[src/rtl/decoder_pkg.sv]
// Shared definitions for the one-hot decoder family.
//
// Contents:
//   MODE_DIRECT / MODE_SCAN : values of the decoder 'mode' input
//   DIR_UP / DIR_DOWN       : values of the scan 'dir' input
//   onehot(sel, width)      : one-hot vector with bit 'sel' set, all zero when
//                             sel falls outside 0..width-1. The result is
//                             ONEHOT_MAX_W wide; callers cast it down to
//                             their own output width.
package decoder_pkg;

  localparam logic MODE_DIRECT = 1'b0;
  localparam logic MODE_SCAN   = 1'b1;

  localparam logic DIR_UP   = 1'b0;
  localparam logic DIR_DOWN = 1'b1;

  localparam int unsigned ONEHOT_MAX_W = 256;

  // A select beyond the requested width decodes to nothing rather than
  // wrapping, so a mis-sized caller sees an idle output instead of a
  // wrong strobe.
  function automatic logic [ONEHOT_MAX_W-1:0] onehot(input logic [7:0] sel,
                                                     input int unsigned width);
    logic [ONEHOT_MAX_W-1:0] result;
    result = ONEHOT_MAX_W'(1) << sel;
    if (32'(sel) >= width) begin
      result = '0;
    end
    return result;
  endfunction

endpackage

[src/rtl/dwell_timer.sv]
// Free-running slot timer: counts 0..DWELL-1 while 'run' is high and
// flags the terminal count so the owner can advance to its next slot.
//
// Ports:
//   clk   : rising-edge clock
//   rst   : synchronous active-high reset, count <= 0
//   run   : advance the count this cycle
//   clear : force the count back to 0 (wins over run)
//   tick  : combinational, high while run=1 and the count is DWELL-1;
//           the count returns to 0 on that same edge
module dwell_timer #(
  parameter int DWELL = 4
) (
  input  logic clk,
  input  logic rst,
  input  logic run,
  input  logic clear,
  output logic tick
);

  localparam int CNT_W = (DWELL > 1) ? $clog2(DWELL) : 1;
  localparam logic [CNT_W-1:0] TERMINAL = CNT_W'(DWELL - 1);

  logic [CNT_W-1:0] cnt_q;
  logic [CNT_W-1:0] cnt_d;

  // With DWELL=1 the terminal count is 0, so tick is high on every
  // running cycle and the count simply stays at 0.
  always_comb begin
    tick  = run && (cnt_q == TERMINAL);
    cnt_d = cnt_q;
    if (clear) begin
      cnt_d = '0;
    end else if (run) begin
      cnt_d = tick ? '0 : cnt_q + CNT_W'(1);
    end
  end

  // Count register; holds whenever neither run nor clear is asserted.
  always_ff @(posedge clk) begin
    if (rst) begin
      cnt_q <= '0;
    end else begin
      cnt_q <= cnt_d;
    end
  end

endmodule

[src/rtl/decoder_scan.sv]
// SEL_W-to-2^SEL_W one-hot decoder with registered outputs, enable,
// selectable polarity and an auto-scan mode that walks the outputs.
//
// Ports:
//   clk  : rising-edge clock
//   rst  : synchronous active-high reset
//   en   : 1 = decode/scan active, 0 = outputs inactive and state frozen
//   mode : MODE_DIRECT decodes 'in', MODE_SCAN decodes the internal index
//   dir  : scan direction, DIR_UP or DIR_DOWN
//   load : scan mode only, idx <= in and the dwell restarts
//   in   : select input
//   out  : registered one-hot (one-cold when ACTIVE_LOW=1) decode of idx
//   idx  : index currently decoded on out
//   wrap : one-cycle pulse registered together with a wrapped idx
module decoder_scan
  import decoder_pkg::*;
#(
  parameter int SEL_W      = 3,
  parameter int DWELL      = 4,
  parameter bit ACTIVE_LOW = 1'b0,
  localparam int OUT_W     = 2 ** SEL_W
) (
  input  logic             clk,
  input  logic             rst,
  input  logic             en,
  input  logic             mode,
  input  logic             dir,
  input  logic             load,
  input  logic [SEL_W-1:0] in,
  output logic [OUT_W-1:0] out,
  output logic [SEL_W-1:0] idx,
  output logic             wrap
);

  // XOR mask that turns a one-hot decode into the requested polarity;
  // it is also the all-inactive output pattern.
  localparam logic [OUT_W-1:0] INACTIVE = ACTIVE_LOW ? '1 : '0;

  logic [SEL_W-1:0] idx_q;
  logic [SEL_W-1:0] idx_d;
  logic [OUT_W-1:0] out_q;
  logic [OUT_W-1:0] out_d;
  logic             wrap_q;
  logic             wrap_d;

  logic timerRun;
  logic timerClear;
  logic timerTick;

  // The dwell count only moves while scanning; direct mode and load pin
  // it at 0 so a later scan always starts with a full dwell. With en=0
  // neither control is asserted, which freezes the count.
  always_comb begin
    timerRun   = en && (mode == MODE_SCAN) && !load;
    timerClear = en && ((mode == MODE_DIRECT) || load);
  end

  dwell_timer #(
    .DWELL (DWELL)
  ) u_dwell_timer (
    .clk   (clk),
    .rst   (rst),
    .run   (timerRun),
    .clear (timerClear),
    .tick  (timerTick)
  );

  // Next index and wrap flag. Load shares the direct-mode path, so it
  // overrides a step that would have happened on the same edge. Index
  // arithmetic is modulo OUT_W through natural SEL_W-bit overflow.
  always_comb begin
    idx_d  = idx_q;
    wrap_d = 1'b0;
    if (en) begin
      if ((mode == MODE_DIRECT) || load) begin
        idx_d = in;
      end else if (timerTick) begin
        if (dir == DIR_DOWN) begin
          idx_d  = idx_q - SEL_W'(1);
          wrap_d = (idx_q == '0);
        end else begin
          idx_d  = idx_q + SEL_W'(1);
          wrap_d = (idx_q == '1);
        end
      end
    end
  end

  // The output decodes the index being registered on the same edge, so
  // out and idx can never disagree.
  always_comb begin
    out_d = INACTIVE;
    if (en) begin
      out_d = OUT_W'(onehot(8'(idx_d), OUT_W)) ^ INACTIVE;
    end
  end

  always_ff @(posedge clk) begin
    if (rst) begin
      idx_q  <= '0;
      out_q  <= INACTIVE;
      wrap_q <= 1'b0;
    end else begin
      idx_q  <= idx_d;
      out_q  <= out_d;
      wrap_q <= wrap_d;
    end
  end

  assign out  = out_q;
  assign idx  = idx_q;
  assign wrap = wrap_q;

endmodule

[config.mk]
export PLATFORM = sky130hd
export DESIGN_NAME = decoder_scan
export DESIGN_NICKNAME = d
export VERILOG_FILES = /design/src/rtl/decoder_pkg.sv /design/src/rtl/dwell_timer.sv /design/src/rtl/decoder_scan.sv
export SDC_FILE = /design/constraint.sdc
export NUM_CORES = 1
export LEC_CHECK = 0
export CAP_MARGIN = 15
export CORE_MARGIN = 8
export CORE_UTILIZATION = 47
export DETAILED_ROUTE_END_ITERATION = 8
export GPL_ROUTABILITY_DRIVEN = 0
export GPL_TIMING_DRIVEN = 0
export PLACE_DENSITY = 0.86
export REMOVE_ABC_BUFFERS = 1
export SETUP_SLACK_MARGIN = 0.15
export SLEW_MARGIN = 20
export SYNTH_ARGS = -nofsm -noshare
export SYNTH_HDL_FRONTEND = slang
export SYNTH_HIERARCHICAL = 1
export SYNTH_SLANG_ARGS = --single-unit
[constraint.sdc]
create_clock -name clk -period 3.9 [get_ports clk]
set_input_delay 0.39 -clock clk [delete_from_list [all_inputs] [get_ports clk]]
set_output_delay 0.39 -clock clk [all_outputs]
set_load 0.05 [all_outputs]
# Word level (Yosys, flattened, before mapping)
# Index checks and enable logic that the tools add are counted.
[word_totals]
regBits = 14
output_inout_bits = 12
elab_cells = 29
inputBits = 9
[classes]
reduce_logical = 10
add_sub_neg = 3
n_mux = 6
shift = 1
n_bitwise = 3
n_eq_ne = 2
[ops]
columns = ["op", "count"]
rows = [
  ["3-bit two-way mux", 4],
  ["1-bit by 3-bit left shift with 8-bit output (first input constant)", 1],
  ["1-bit logical AND", 4],
  ["2-bit OR reduction", 2],
  ["4-bit OR reduction", 1],
  ["3-bit by 1-bit adder with 3-bit output (second input constant)", 1],
  ["3-bit equality test (second input constant)", 1],
  ["3-bit zero test", 1],
  ["1-bit NOT", 3],
  ["3-bit by 1-bit subtractor with 3-bit output (second input constant)", 1],
  ["2-bit by 1-bit adder with 2-bit output (second input constant)", 1],
  ["2-bit equality test (second input constant)", 1],
  ["2-bit two-way mux", 1],
  ["1-bit zero test", 1],
  ["1-bit logical OR", 1],
  ["1-bit two-way mux", 1],
]

# Longest topological paths before layout
[depth]
word_depth = 7
mapped_depth = 8
depth_no_buf = 7

# Modules after synthesis
# Netlist, hierarchy kept.
[by_module_without_submodules]
columns = ["module", "seq_area_each_um2", "cells_per_inst", "area_per_inst_um2", "instances"]
rows = [
  ["decoder_scan", 240.2, 60, 576.8, 1],
  ["dwell_timer", 40.0, 9, 101.3, 1],
]

# Worst setup path after synthesis
# OpenSTA, ideal clock, no wires.
[synth_timing]
path_type = "register to register"
from = "reg idx_q[0], in the netlist idx[0]"
to = "reg out_q[1], in the netlist out[1]"
period_less_slack_ps = 1949
setup_time_ps = 79
t_arrival_ps = 1870
setup_slack_ps = 1951
n_path_buf = 0
t_required_ps = 3821
path_stages_with_launch = 6
path_cell_list = "dfxtp_1 fa_1 nand2_1 mux2i_1 or3b_4 nor3_1"
[synth_between]
elab_chain_len = 6
word_cells_on_any_way = 7
classes_between = "add/sub (2); shift (1); mux (4)"
[synth_rtl]
columns = ["item", "line_no", "text"]
rows = [
  ["from (decl)", "decoder_scan.sv:39", "logic [SEL_W-1:0] idx_q;"],
  ["from (signal assigned)", "decoder_scan.sv:104", "idx_q <= idx_d;"],
  ["3-bit by 1-bit adder with 3-bit output or 3-bit by 1-bit subtractor with 3-bit output (tied branches)", "decoder_scan.sv:82, decoder_scan.sv:79", ""],
  ["3-bit two-way mux", "decoder_scan.sv:78", "if (dir == DIR_DOWN) begin"],
  ["3-bit two-way mux", "decoder_scan.sv:77", "end else if (timerTick) begin"],
  ["3-bit two-way mux", "decoder_scan.sv:75", "if ((mode == MODE_DIRECT) || load) begin"],
  ["3-bit two-way mux (*)", "decoder_scan.sv:74", "if (en) begin"],
  ["1-bit by 3-bit left shift with 8-bit output (*)", "decoder_pkg.sv:26", "result = ONEHOT_MAX_W'(1) << sel;"],
  ["to (signal assigned)", "decoder_scan.sv:105", "out_q <= out_d;"],
  ["to (decl)", "decoder_scan.sv:41", "logic [OUT_W-1:0] out_q;"],
]
# Mark *: on every way between the ends. The rest lies on a longest branch, timed or not.
# A chain may end at the register's enable or synchronous reset.

# Final worst setup path
[layout_timing]
from = "in mode"
to = "reg out_q[6], in the netlist out[6]"
[layout_between]
elab_chain_len = 7
word_cells_on_any_way = 9
classes_between = "shift (1); mux (3); bitwise (1); reduce/logical (4)"
[layout_rtl]
columns = ["item", "line_no", "text"]
rows = [
  ["from (decl)", "decoder_scan.sv:26", "input logic mode,"],
  ["1-bit logical AND (2 in a row)", "decoder_scan.sv:54", "timerRun = en && (mode == MODE_SCAN) && !load;"],
  ["named net timerRun", "decoder_scan.sv:46", "logic timerRun;"],
  ["1-bit logical AND", "dwell_timer.sv:30", "tick = run && (cnt_q == TERMINAL);"],
  ["named net timerTick", "decoder_scan.sv:48", "logic timerTick;"],
  ["3-bit two-way mux", "decoder_scan.sv:77", ""],
  ["3-bit two-way mux", "decoder_scan.sv:75", ""],
  ["3-bit two-way mux", "decoder_scan.sv:74", ""],
  ["1-bit by 3-bit left shift with 8-bit output", "decoder_pkg.sv:26", ""],
]
# The timed path passes the listed nets, and every way through them passes these cells.

==> flow_summary.json <==
{
  "drtIter0Drc": 16,
  "numPortBuffers": 20,
  "grt_util_all_layers": 0.117,
  "fin_nets": 104,
  "dieWidth_microns": 54.0,
  "fmaxAchievable_ghz": 0.452,
  "ys_ff_latch": 14,
  "async_flop_share": 0,
  "grt_max_degree": 10,
  "synth.avg_cell_area_sq_um": 9.83,
  "power.density_nw_per_um2": 345,
  "finalCriticalPeriod_ns": 2.21,
  "hold_viol": 0,
  "routed_wl_microns": 1530,
  "cts_max_level": 1,
  "power_frac_seq": 0.476,
  "placedCellCount": 103,
  "rows": 13,
  "path_class": "in -> reg",
  "root_buffer": "clkbuf_4",
  "slew_headroom": 0.660,
  "reg2reg_slack_ns": 2.06,
  "critPathLaunchType": "input port",
  "synth_largest_area_cell": "dfxtp_1",
  "antenna_left": 0,
  "grt_pass1_vias": 570,
  "ctsHoldBuffers": 0,
  "cts_inserted_buffers": 3,
  "p_int_uw": 231,
  "p_leak_uw": 0.000338,
  "via_per_inst": 5.49,
  "ys_seq_area_frac": 0.413,
  "fin_util": 0.700,
  "ys_types": 32,
  "finalCritPeriodShare": 0.568,
  "clock-sinks": 14,
  "cts_resized": 0,
  "synth-edff-count": 0,
  "max_cap_viol_count": 0,
  "setup_violations": 0,
  "grt-ovfl-total": 0,
  "drc": 0,
  "yosys.area.top_type_share": 0.413,
  "initial_core_util": 0.515,
  "synth_most_common_cell": "dfxtp_1",
  "p_sw_frac": 0.273,
  "synthFlopType": "dfxtp_1",
  "area_growth_pct": 36.0,
  "core_area_sq_um": 1320,
  "p_comb_frac": 0.203,
  "ys_top_cells_by_count": "14 x dfxtp_1, 9 x nor3_1, 5 x nand2_1, 4 x a21oi_1",
  "hold_path.class": "reg -> reg",
  "p_clk_frac": 0.322,
  "clockBufferDepth": 2,
  "dieHeight_microns": 54.0,
  "netlist_top_cells_area": "dfxtp_1 41%, nor3_1 6.6%, mux2i_1 4.4%",
  "peakVddDrop_mv": 0.261,
  "synth_cells": 69,
  "wl_per_cell_microns": 14.3,
  "dieArea_sq_um": 2910,
  "diodes": 0,
  "rsz0062_at_grt": "no",
  "yosysWarningCount": 6,
  "clk-insertion-delay-late_ns": 0.27,
  "grt_pass1_wl_microns": 2640,
  "cp.required_ns": 4.04,
  "status": "finished, final reports clean",
  "first_pass_iters": 6,
  "syn_area_sq_um": 678,
  "drv_slew": 0,
  "via_count": 587,
  "cts.clk_slew.worst_paths_ns": 0.08,
  "pin_count": 21,
  "drive_above_1_share": 0.120,
  "cts_setup_buffers": 0,
  "cp_max_fo": 7,
  "p_total_uw": 318,
  "dpl.hpwl_microns": 1220,
  "setup_tns_ns": 0,
  "worstMarginPinSlew_ns": 0.509,
  "arrival_ns": 2.36,
  "antenna_found_initial": 0,
  "net-switching-power_uw": 86.7,
  "cts_tree": "done",
  "fin_skew_ns": 0.00974,
  "endpoint_kind": "flop",
  "fin_cells": 107
}
-- worst paths after layout --
path                                                           from                                  end  cells after the start
worst min-delay path            u_dwell_timer/cnt_q[0]$_SDFFE_PP0P_  u_dwell_timer/cnt_q[0]$_SDFFE_PP0P_                      2
worst min register to register  u_dwell_timer/cnt_q[0]$_SDFFE_PP0P_  u_dwell_timer/cnt_q[0]$_SDFFE_PP0P_                      2
worst max-delay path                                           mode                    out[6]$_SDFF_PP0_                      8
worst max register to register                    idx[0]$_SDFF_PP0_                    out[7]$_SDFF_PP0_                      5
-- flip-flops by register name, indices dropped and copies added (netlist names) --
name	count
idx	3
out	8
u_dwell_timer/cnt_q	2
wrap	1
-- cells by family (layout without fill, tap and decap cells) --
group                    after synthesis  count (layout)  synth area share
buffers and inverters                  4              27            0.0332
XOR/XNOR                               1               1            0.0129
AO/OA/AOI/OAI                         12              12             0.140
AND/OR/NAND/NOR                       33              33             0.308
multiplexers                           3               3            0.0443
flip-flops                            14              14             0.413
adder cells (fa/ha/maj)                2               2            0.0480
-- power groups by stage --
stage | Sequential (uW) | Combinational [uW] | Clock [uW]
2_1_floorplan | 168 | 25.9 | 0
3_3_place_gp | 154 | 62.9 | 0
3_5_place_dp | 155 | 63.7 | 0
4_1_cts | 151 | 64.4 | 104
5_1_grt | 152 | 69.0 | 111
6_report | 151 | 64.3 | 102
-- cells in the final DEF (no fill, tap or decap), drive strengths merged, types with 4 or more instances in the layout --
cell           Yosys  routed
dfxtp             14      14
nor3               9       9
nand2              5       5
a21oi              4       4
and2               4       4
nor2b              4       4
clkdlybuf4s50      0      20
clkbuf             0       4
-- worst max-delay path, stage by stage --
cell and delay (ns):
clkdlybuf4s50_1 0.48, nor2b_4 0.23, and2_2 0.21, and2_1 0.26, inv_1 0.10, a21boi_0 0.24
a2bb2oi_1 0.35, nor3_1 0.10
-- layer usage --
| metal | global-route usage | share of wire | vias up |
|---|---|---|---|
| li1 | - | - | 297 |
| met3 | 0.0303 | 0.049 | 0 |
| met4 | 0.0123 | 0 | 0 |
| met5 | 0 | 0 | - |
| met2 | 0.212 | 0.52 | 15 |
| met1 | 0.138 | 0.43 | 275 |
-- metrics by stage --
step	setup WS, ns	cell area [sq um]	hold WS [ns]
global placement	1.45	886	0.496
finish	1.69	922	0.523
detailed placement	1.42	886	0.514
floorplan	1.95	667	0.455
global route	1.45	922	0.572
CTS	1.69	922	0.529
-- cell type report --
class | instances | area, sq um
clock buffer | 4 | 36.3
multi-input combinational | 51 | 375
sequential | 14 | 280
inverter | 3 | 11.3
timing repair buffer | 20 | 200
tap | 15 | 18.8
fill | 103 | 395
No activity file was read; power rests on OpenSTA's default activity.
